--- config.mk ---
export PLATFORM = sky130hd
export DESIGN_NAME = pipe_mem_stage_flat
export DESIGN_NICKNAME = d
export VERILOG_FILES = /design/src/rtl/pipe_mem_stage_pkg.sv /design/src/rtl/pipe_mem_stage_if.sv /design/src/rtl/pipe_mem_stage_mwreg.sv /design/src/rtl/pipe_mem_stage.sv /design/src/flat_wrapper.sv
export SDC_FILE = /design/constraint.sdc
export NUM_CORES = 1
export LEC_CHECK = 0
export CORE_MARGIN = 2
export CORE_UTILIZATION = 37
export CTS_CLUSTER_SIZE = 8
export DETAILED_ROUTE_END_ITERATION = 10
export HOLD_SLACK_MARGIN = 0.12
export PLACE_DENSITY = 0.92
export SYNTH_ARGS = -nofsm -noshare
export SYNTH_HDL_FRONTEND = slang
export SYNTH_SLANG_ARGS = --single-unit
--- constraint.sdc ---
create_clock -name clock -period 1.6 [get_ports clock]
set_clock_uncertainty 0.1 [all_clocks]
set_input_delay 0.32 -clock clock [delete_from_list [all_inputs] [get_ports clock]]
set_output_delay 0.32 -clock clock [all_outputs]
set_load 0.005 [all_outputs]
--- src/rtl/pipe_mem_stage_pkg.sv ---
// Shared types and constants for the MEM stage: FSM states, MEM/WB record and bubble value.
package pipe_mem_stage_pkg;

    localparam int DATA_W = 32;
    localparam int RN_W   = 5;

    typedef enum logic [1:0] {
        IDLE = 2'd0,
        WAIT = 2'd1,
        ERR  = 2'd2
    } mem_state_t;

    typedef struct packed {
        logic              wreg;
        logic              m2reg;
        logic [DATA_W-1:0] mo;
        logic [DATA_W-1:0] alu;
        logic [RN_W-1:0]   rn;
    } memwb_t;

    localparam logic            MEMWB_BUBBLE_WREG  = 1'b0;
    localparam logic            MEMWB_BUBBLE_M2REG = 1'b0;
    localparam logic [RN_W-1:0] MEMWB_BUBBLE_RN    = 5'd0;

    localparam memwb_t MEMWB_RESET = '{
        wreg:  1'b0,
        m2reg: 1'b0,
        mo:    32'd0,
        alu:   32'd0,
        rn:    5'd0
    };

    // A bubble kills the control fields but keeps the data fields, so they hold.
    function automatic memwb_t memwb_bubble(input memwb_t cur);
        memwb_t b;
        b       = cur;
        b.wreg  = MEMWB_BUBBLE_WREG;
        b.m2reg = MEMWB_BUBBLE_M2REG;
        b.rn    = MEMWB_BUBBLE_RN;
        return b;
    endfunction

endpackage

--- src/rtl/pipe_mem_stage_if.sv ---
// Data-memory req/ack bus between the MEM stage (master) and the data memory (slave).
interface pipe_mem_stage_if
    import pipe_mem_stage_pkg::*;
#(
    parameter int ADDR_W = 10
);
    logic              dm_req;
    logic              dm_we;
    logic [ADDR_W-1:0] dm_addr;
    logic [DATA_W-1:0] dm_wdata;
    logic [DATA_W-1:0] dm_rdata;
    logic              dm_ack;

    modport master (
        output dm_req, dm_we, dm_addr, dm_wdata,
        input  dm_rdata, dm_ack
    );

    modport slave (
        input  dm_req, dm_we, dm_addr, dm_wdata,
        output dm_rdata, dm_ack
    );
endinterface

--- src/rtl/pipe_mem_stage_mwreg.sv ---
// MEM/WB pipeline register: async active-low clear, otherwise loads the next record or a bubble.
module pipe_mem_stage_mwreg
    import pipe_mem_stage_pkg::*;
(
    input  logic   clock,
    input  logic   resetn,
    input  logic   bubble,
    input  memwb_t d,
    output memwb_t q
);

    // MEM/WB register with bubble insertion
    always_ff @(posedge clock or negedge resetn) begin
        if (!resetn) begin
            q <= MEMWB_RESET;
        end else if (bubble) begin
            q <= memwb_bubble(q);
        end else begin
            q <= d;
        end
    end

endmodule

--- src/rtl/pipe_mem_stage.sv ---
// MEM stage: data-memory access over a req/ack bus, stall generation and MEM/WB load.
// Optional access timeout with sticky mem_err is built when PIPE_MEM_TIMEOUT_EN is defined.
module pipe_mem_stage
    import pipe_mem_stage_pkg::*;
#(
    parameter int ADDR_W  = 10,
    parameter int TIMEOUT = 64
) (
    input  logic              clock,
    input  logic              resetn,
    input  logic              mwreg,
    input  logic              mm2reg,
    input  logic              mwmem,
    input  logic [DATA_W-1:0] mAlu,
    input  logic [DATA_W-1:0] mB,
    input  logic [RN_W-1:0]   mrn,
    pipe_mem_stage_if.master  dm,
    output logic              mem_stall,
    output logic              mem_err,
    output logic              wwreg,
    output logic              wm2reg,
    output logic [DATA_W-1:0] wmo,
    output logic [DATA_W-1:0] walu,
    output logic [RN_W-1:0]   wrn
);

    if ((TIMEOUT < 2) || (TIMEOUT > 255)) begin : g_bad_timeout
        $error("pipe_mem_stage: TIMEOUT must be in 2..255");
    end

    mem_state_t state_r;
    logic       acc_s;
    logic       stall_s;
    logic       bubble_s;
    logic       timeout_s;
    memwb_t     memwb_d_s;
    memwb_t     memwb_q_s;

    // Request is suppressed during reset and in the error-recovery cycle.
    assign acc_s    = resetn & (mm2reg | mwmem) & (state_r != ERR);
    assign stall_s  = acc_s & ~dm.dm_ack;
    assign bubble_s = stall_s | (state_r == ERR);

    assign dm.dm_req   = acc_s;
    assign dm.dm_we    = mwmem;
    assign dm.dm_addr  = mAlu[ADDR_W+1:2];
    assign dm.dm_wdata = mB;
    assign mem_stall   = stall_s;

`ifdef PIPE_MEM_TIMEOUT_EN
    localparam logic [7:0] TO_LAST_C = 8'(TIMEOUT - 1);

    logic [7:0] wait_cnt_r;
    logic       err_r;

    // wait_cnt_r counts stalled cycles of the current access, including the first.
    assign timeout_s = (state_r == WAIT) & ~dm.dm_ack & (wait_cnt_r == TO_LAST_C);
    assign mem_err   = err_r;

    // Wait counter and sticky timeout flag
    always_ff @(posedge clock or negedge resetn) begin
        if (!resetn) begin
            wait_cnt_r <= 8'd0;
            err_r      <= 1'b0;
        end else begin
            if (stall_s && !timeout_s) begin
                wait_cnt_r <= wait_cnt_r + 8'd1;
            end else begin
                wait_cnt_r <= 8'd0;
            end
            if (timeout_s) begin
                err_r <= 1'b1;
            end else begin
                err_r <= err_r;
            end
        end
    end
`else
    assign timeout_s = 1'b0;
    assign mem_err   = 1'b0;
`endif

    // Access FSM
    always_ff @(posedge clock or negedge resetn) begin
        if (!resetn) begin
            state_r <= IDLE;
        end else begin
            case (state_r)
                IDLE: begin
                    if (stall_s) begin
                        state_r <= WAIT;
                    end else begin
                        state_r <= IDLE;
                    end
                end
                WAIT: begin
                    if (dm.dm_ack) begin
                        state_r <= IDLE;
                    end else if (timeout_s) begin
                        state_r <= ERR;
                    end else begin
                        state_r <= WAIT;
                    end
                end
                ERR:     state_r <= IDLE;
                default: state_r <= IDLE;
            endcase
        end
    end

    // Next MEM/WB record; a simultaneous load+store is treated as a store.
    always_comb begin
        memwb_d_s       = MEMWB_RESET;
        memwb_d_s.wreg  = mwreg;
        memwb_d_s.m2reg = mm2reg & ~mwmem;
        memwb_d_s.alu   = mAlu;
        memwb_d_s.rn    = mrn;
        if (dm.dm_ack && !mwmem) begin
            memwb_d_s.mo = dm.dm_rdata;
        end else begin
            memwb_d_s.mo = 32'd0;
        end
    end

    pipe_mem_stage_mwreg u_mwreg (
        .clock  (clock),
        .resetn (resetn),
        .bubble (bubble_s),
        .d      (memwb_d_s),
        .q      (memwb_q_s)
    );

    assign wwreg  = memwb_q_s.wreg;
    assign wm2reg = memwb_q_s.m2reg;
    assign wmo    = memwb_q_s.mo;
    assign walu   = memwb_q_s.alu;
    assign wrn    = memwb_q_s.rn;

endmodule

--- src/flat_wrapper.sv ---
// flat-port wrapper written by rule: the top's interface ports become plain ports
module pipe_mem_stage_flat import pipe_mem_stage_pkg::*;
#(
    parameter int ADDR_W  = 10,
    parameter int TIMEOUT = 64
)
  (clock, resetn, mwreg, mm2reg, mwmem, mAlu, mB, mrn, mem_stall, mem_err, wwreg, wm2reg, wmo, walu, wrn, dm_dm_req, dm_dm_we, dm_dm_addr, dm_dm_wdata, dm_dm_rdata, dm_dm_ack);
  pipe_mem_stage_if #(.ADDR_W(ADDR_W)) dm_i ();
  input  logic clock;
  input  logic resetn;
  input  logic mwreg;
  input  logic mm2reg;
  input  logic mwmem;
  input  logic [DATA_W-1:0] mAlu;
  input  logic [DATA_W-1:0] mB;
  input  logic [RN_W-1:0] mrn;
  output logic mem_stall;
  output logic mem_err;
  output logic wwreg;
  output logic wm2reg;
  output logic [DATA_W-1:0] wmo;
  output logic [DATA_W-1:0] walu;
  output logic [RN_W-1:0] wrn;
  output wire logic [$bits(dm_i.dm_req)-1:0] dm_dm_req;
  output wire logic [$bits(dm_i.dm_we)-1:0] dm_dm_we;
  output wire logic [$bits(dm_i.dm_addr)-1:0] dm_dm_addr;
  output wire logic [$bits(dm_i.dm_wdata)-1:0] dm_dm_wdata;
  input wire logic [$bits(dm_i.dm_rdata)-1:0] dm_dm_rdata;
  input wire logic [$bits(dm_i.dm_ack)-1:0] dm_dm_ack;
  assign dm_dm_req = dm_i.dm_req;
  assign dm_dm_we = dm_i.dm_we;
  assign dm_dm_addr = dm_i.dm_addr;
  assign dm_dm_wdata = dm_i.dm_wdata;
  assign dm_i.dm_rdata = dm_dm_rdata;
  assign dm_i.dm_ack = dm_dm_ack;
  pipe_mem_stage #(.ADDR_W(ADDR_W), .TIMEOUT(TIMEOUT)) u_core (.clock(clock), .resetn(resetn), .mwreg(mwreg), .mm2reg(mm2reg), .mwmem(mwmem), .mAlu(mAlu), .mB(mB), .mrn(mrn), .dm(dm_i), .mem_stall(mem_stall), .mem_err(mem_err), .wwreg(wwreg), .wm2reg(wm2reg), .wmo(wmo), .walu(walu), .wrn(wrn));
endmodule
==> impl_metrics.py, run 1 <==
metrics = {
    "sta": {
        "rsz0062_at_grt": "no",
        "setup_slack_ps": 18.1,
        "final-setup-viol-count": 0,
        "hold_viol_final": 0,
        "fin_tns_setup_ps": 0,
        "min_period_ps": 1580,
        "slew_viol_final": 0,
        "fin_crit_sh_pct": 98.9,
        "fmaxAchievable_mhz": 632,
    },
    "power_and_ir_drop": {
        "switchingPower_uw": 1010,
        "pwr-share-seq_pct": 47.3,
        "combPwrFrac_pct": 18.0,
        "vdd.ir_drop.worst_mv": 0.368,
        "netSwitchingFraction_pct": 24.3,
        "clkPwrFrac_pct": 34.6,
        "p_per_area_mw_per_mm2": 874,
        "p_leak_uw": 0.00239,
        "p_int_uw": 3150,
    },
    "layout": {
        "antennaDiodeCount": 0,
        "multi_input_area_um2": 851,
        "final_common_cell": "dlygate4sd2_1",
        "largest_reg_flops": 71,
        "syn_to_final_growth_pct": 55.1,
        "num-fill-cells": 659,
        "regMostFlops": "u_core.u_mwreg.q",
        "nNetsFinal": 462,
        "drive_gt1_share_pct": 25.6,
        "layout_common_cells": "81 x dlygate4sd2_1, 72 x clkdlybuf4s50_1, 71 x dfrtp_1, 36 x buf_4, 32 x a22o_1",
        "top_regs": "u_core.u_mwreg.q x71",
        "postLayoutCoreUtil_pct": 58.6,
        "seqCellArea_mm2": 0.00178,
    },
    "drt": {
        "drc": 0,
        "routed_wl_um": 7660,
        "num_vias": 2127,
        "wl_per_cell_um": 16.5,
        "postRouteAntennaNets": 0,
        "dr.pass1.iters": 4,
        "viasPerCell": 4.57,
        "drt_iter0_drc": 37,
    },
    "yosys": {
        "avgSynthCellArea_um2": 15.1,
        "synth_area_mm2": 0.00307,
        "netlist_instances": 203,
        "syn_nets": 310,
        "yosys_warnings": 0,
        "ys_ff_latch": 71,
        "synth-seq-area-share_pct": 57.8,
        "synth.distinct_cells": 14,
    },
    "clock_network": {
        "cts_tree": "yes",
        "clkSlewWorstSetupHoldPaths_ps": 80,
        "worstSkewPairLatency_ps": 330,
        "htree_levels": 3,
        "clkSinkCount": 71,
        "cts_buffer_depth": 2,
        "cts.root.buffer_cell": "clkbuf_8",
        "cts_buffers": 9,
    },
    "setup_path": {
        "end_kind": "primary output",
        "crit_path_start": "mm2reg",
        "reg2reg_from": "u_core.u_mwreg.q[12]",
        "r2r_slack_ps": 620,
        "cp_max_fo": 3,
        "critPathLaunchType": "input pin",
        "critical_path_required_ps": 1180,
        "critPathKind": "in2out",
        "worstPathArrival_ps": 1160,
    },
    "global_route": {
        "grt_max_degree": 39,
        "gr-usage-all-layers_pct": 16.8,
        "antenna_found_initial": 0,
        "grt_pass1_vias": 2243,
        "overflow": 0,
        "grt_pass1_wl_um": 11500,
    },
    "place": {
        "gp_congestion": 0.699,
        "pre_cts_ws_ps": -451,
        "port_buffers": 158,
        "hpwl_um": 5680,
    },
    "floorplanning": {
        "dieArea_mm2": 0.00905,
        "initial_core_util_pct": 37.8,
        "core_mm2": 0.00813,
        "io_pins": 224,
        "die_h_um": 95.1,
        "dieWidth_um": 95.1,
        "row_count": 33,
    },
    "job": {
        "drv_cap": 0,
    },
    "hold_path": {
        "hold_start": "mwmem",
        "worstHoldPathType": "in2reg",
    },
    "run_status": {
        "outcome": "finished clean",
    },
}
## worst max-delay path: stages
cell and delay (ps):
clkdlybuf4s15_2 230, o21a_1 120, clkdlybuf4s50_1 490
## worst paths after layout
| kind | to | cells after the start |
|---|---|---|
| worst min register to register | u_core.u_mwreg.q[61] | 1 |
| worst max register to register | u_core.u_mwreg.q[12] | 2 |
| worst max-delay path | dm_dm_req | 3 |
| min in group asynchronous | u_core.u_mwreg.q[28] | 3 |
| worst min-delay path | u_core.u_mwreg.q[69] | 3 |
| max in group asynchronous | u_core.u_mwreg.q[48] | 4 |
## cells by family (layout without fill, tap and decap cells)
kind of cell	count (synthesis)	after routing	share of synthesized area, %
other cells	1	1	0.122
buf+inv	56	213	14.8
mux	32	32	15.5
compound gates	34	34	9.61
flops	71	71	57.8
simple gates	9	9	2.12
## power by group through the flow
stage	logic (µW)	clock network, µW	registers (µW)
final	751	1440	1970
after global routing	810	1590	1990
after CTS	762	1500	1970
after detailed placement	802	0	2010
after global placement	784	0	2010
after floorplan	316	0	2020
## per-stage QoR
step           instance area [µm²]  total power [µW]  std cells  hold WS (ps)
2_1_floorplan                 3070              2330        203         -75.6
5_1_grt                       4760              4380        465           232
4_1_cts                       4760              4230        465           218
6_report                      4760              4170        465           242
3_5_place_dp                  4510              2820        430           334
3_3_place_gp                  4510              2790        430           337
## routing by layer
| layer | vias to the layer above | part of all wire [%] | global-route usage (%) |
|---|---|---|---|
| met5 | - | 0 | 0 |
| met4 | 0 | 1.4 | 7.85 |
| met3 | 18 | 9.5 | 5.14 |
| met2 | 113 | 50 | 28.0 |
| met1 | 1027 | 39 | 19.8 |
| li1 | 969 | - | - |
## cell type report
| type | instances | area share [%] |
|---|---|---|
| timing repair buffer | 197 | 37.8 |
| sequential | 71 | 37.3 |
| multi-input combinational | 76 | 17.9 |
| tap | 105 | 2.76 |
| clock buffer | 9 | 2.60 |
| clock inverter | 7 | 1.68 |
## Yosys cell counts
cell type  instances  share of area (%)
buf_2              3               0.49
mux2_2             1               0.37
buf_4             47                 11
nor2b_1            7                1.4
nor2b_4            1               0.45
dfrtp_1           71                 58
conb_1             1               0.12
nor3b_1            1               0.24
clkbuf_1           1               0.12
buf_12             3                2.0
a22o_1            32                9.1
o21a_1             2               0.49
buf_6              2               0.73
mux2_4            31                 15
## repair_timing
item	CTS	global route
setup buffers	17	0
setup endpoints to repair	108	1
pin swaps	0	0
hold buffers	2	0
resized for setup	91	1
hold endpoints to repair	71	0
(Power assumes the default switching activity.)
==> run 2: changes to the inputs <==
- CAP_MARGIN: not set -> 0
- CORE_UTILIZATION: 37 -> 40
- PLACE_DENSITY: 0.92 -> 0.93
- SYNTH_HIERARCHICAL: not set -> 1
==> impl_metrics.py, run 2 <==
metrics = {
    "global_route": {
        "grt_pass1_vias": 2461,
        "use_met2_pct": 28.8,
        "use_met3_pct": 5.08,
        "use_met1_pct": 22.2,
        "grt_pass1_wl_um": 13200,
        "overflow": 0,
        "grt_max_degree": 40,
        "antenna_found_initial": 0,
        "busiest_layer": "met2",
        "gr-usage-all-layers_pct": 17.6,
    },
    "drt": {
        "dr.pass1.iters": 4,
        "num_vias": 2302,
        "drt_iter0_drc": 47,
        "drc": 0,
        "routed_wl_um": 8930,
        "postRouteAntennaNets": 0,
        "viasPerCell": 4.59,
        "wl_per_cell_um": 17.8,
    },
    "place": {
        "hpwl_um": 5690,
        "pre_cts_ws_ps": -456,
        "gp_congestion": 0.726,
        "place_area_mm2": 0.00488,
        "port_buffers": 158,
    },
    "yosys": {
        "synth.distinct_cells": 14,
        "synth_compound_area_share_pct": 0.211,
        "synth_ff_type": "dfrtp_1",
        "async_flop_share_pct": 100,
        "synth_edf_count": 0,
        "synth.most_common_cell": "dfrtp_1",
        "avgSynthCellArea_um2": 15.2,
        "yosys.area.top_type": "dfrtp_1",
        "synth_fa_ha_area_share_pct": 0,
        "synth_area_leaders": "dfrtp_1 50%, mux2_4 27%, buf_4 9.3%",
        "synth_common_cells": "71 x dfrtp_1, 63 x mux2_4, 44 x buf_4",
        "synth_area_mm2": 0.00355,
        "syn_nets": 341,
        "netlist_instances": 234,
        "synth_xor_area_share_pct": 0,
        "synthMuxAreaShare_pct": 26.9,
        "synth-simple-area-share_pct": 8.45,
        "ys_ff_latch": 71,
        "yosys_warnings": 6,
        "synth_top_cell_area_share_pct": 50.0,
        "synth-seq-area-share_pct": 50.0,
        "synth_top_family_by_area": "multiplexers",
    },
    "sta": {
        "slew_headroom_pct": 60.0,
        "final-setup-viol-count": 0,
        "min_period_ps": 1560,
        "fmaxAchievable_mhz": 639,
        "setup_slack_ps": 35.9,
        "fin_crit_sh_pct": 97.8,
        "fin_tns_setup_ps": 0,
        "hold_viol_final": 30,
        "whs_ps": -24.7,
        "rsz0062_at_grt": "no",
        "tightest_slew_ps": 597,
        "slew_viol_final": 0,
    },
    "power_and_ir_drop": {
        "p_leak_uw": 0.00269,
        "pwr-share-seq_pct": 46.4,
        "p_per_area_mw_per_mm2": 803,
        "clkPwrFrac_pct": 33.4,
        "vdd.ir_drop.worst_mv": 0.324,
        "p_int_uw": 3250,
        "switchingPower_uw": 1010,
        "netSwitchingFraction_pct": 23.7,
        "combPwrFrac_pct": 20.2,
    },
    "floorplanning": {
        "io_pins": 224,
        "die_h_um": 98.2,
        "core_mm2": 0.00868,
        "initial_core_util_pct": 40.9,
        "dieWidth_um": 98.2,
        "dieArea_mm2": 0.00965,
        "row_count": 34,
    },
    "hold_path": {
        "worstHoldPathType": "in2async",
    },
    "setup_path": {
        "critPathLaunchType": "input pin",
        "critical_path_required_ps": 1180,
        "end_kind": "primary output",
        "reg2regPathDepth": 2,
        "cp_max_fo": 2,
        "worstPathArrival_ps": 1140,
        "reg2reg_from": "u_core/u_mwreg/q[49]",
        "critPathKind": "in2out",
        "r2r_end": "u_core/u_mwreg/q[49]",
        "r2r_slack_ps": 610,
    },
    "layout": {
        "largest_reg_flops": 71,
        "final_common_cell": "dlygate4sd2_1",
        "regMostFlops": "u_core/u_mwreg/q",
        "fin_area_mm2": 0.00530,
        "nNetsFinal": 495,
        "top_regs": "u_core/u_mwreg/q x71",
        "layout_common_cells": "78 x dlygate4sd2_1, 71 x dfrtp_1, 70 x clkdlybuf4s50_1, 63 x mux2_4, 32 x buf_4",
        "antennaDiodeCount": 0,
        "syn_to_final_growth_pct": 49.2,
        "drive_gt1_share_pct": 37.4,
    },
    "clock_network": {
        "htree_levels": 3,
        "worstSkewPairLatency_ps": 330,
        "cts.root.buffer_cell": "clkbuf_8",
        "cts_buffers": 9,
        "cts_buffer_depth": 2,
        "clkSinkCount": 71,
        "cts_tree": "yes",
        "clkSlewWorstSetupHoldPaths_ps": 80,
    },
    "run_status": {
        "failed_checks": "negative hold slack",
        "outcome": "finished with violations",
    },
    "job": {
        "drv_cap": 0,
    },
}
==> run 2: final cells by class <==
cell class / instances / area [µm²]
sequential: 71 / 1780
clock inverter: 6 / 60.1
tap: 108 / 135
multi-input combinational: 109 / 1280
timing repair buffer: 197 / 1910
clock buffer: 10 / 138
fill: 698 / 3380
==> run 2: how the worst max path moves through the flow <==
stage | start | endpoint | slack, ps | cells past startpoint
6_report | mm2reg | mem_stall | 40 | 5
5_1_grt | mm2reg | mem_stall | 9 | 5
4_1_cts | mm2reg | mem_stall | -100 | 5
3_5_place_dp | mwmem | mem_stall | -460 | 4
3_3_place_gp | mwmem | mem_stall | -450 | 4
2_1_floorplan | mwmem | u_core/u_mwreg/q[10] | 90 | 5
==> run 2: critical path, cell delays in order <==
cell,delay (ps)
dlygate4sd2_1,250
o21a_1,180
buf_4,130
and2b_4,160
clkbuf_2,110
==> run 2: cells by family after synthesis <==
kind of cell	after synthesis
other cells	1
simple gates	42
flops	71
mux	64
buf+inv	55
compound gates	1
==> run 2: power by group through the flow <==
stage	combinational, µW	clock [µW]	sequential [µW]
detailed placement	857	0	2010
global route	917	1560	1990
finish	858	1420	1970
CTS	832	1470	1970
global placement	835	0	2010
floorplan	403	0	2020
==> run 2: metal layers <==
metal	vias to the layer above	wire, µm
met5	-	0
met4	0	182
met3	24	663
met2	127	4330
met1	1118	3760
li1	1033	-
==> run 2: repair_timing <==
item,in CTS,in global routing
pin swaps,1,1
resized for setup,84,14
setup endpoints to repair,114,63
gates cloned,1,5
buffers inserted,19,2
hold endpoints to repair,38,38
==> run 2: stage by stage <==
step / cells / utilization (%) / power [µW]
floorplan: 234 / - / 2420
global placement: 458 / 56.3 / 2840
detailed placement: 458 / 56.3 / 2870
CTS: 494 / 59.5 / 4280
global route: 501 / 61.1 / 4460
finish: 501 / 61.1 / 4260
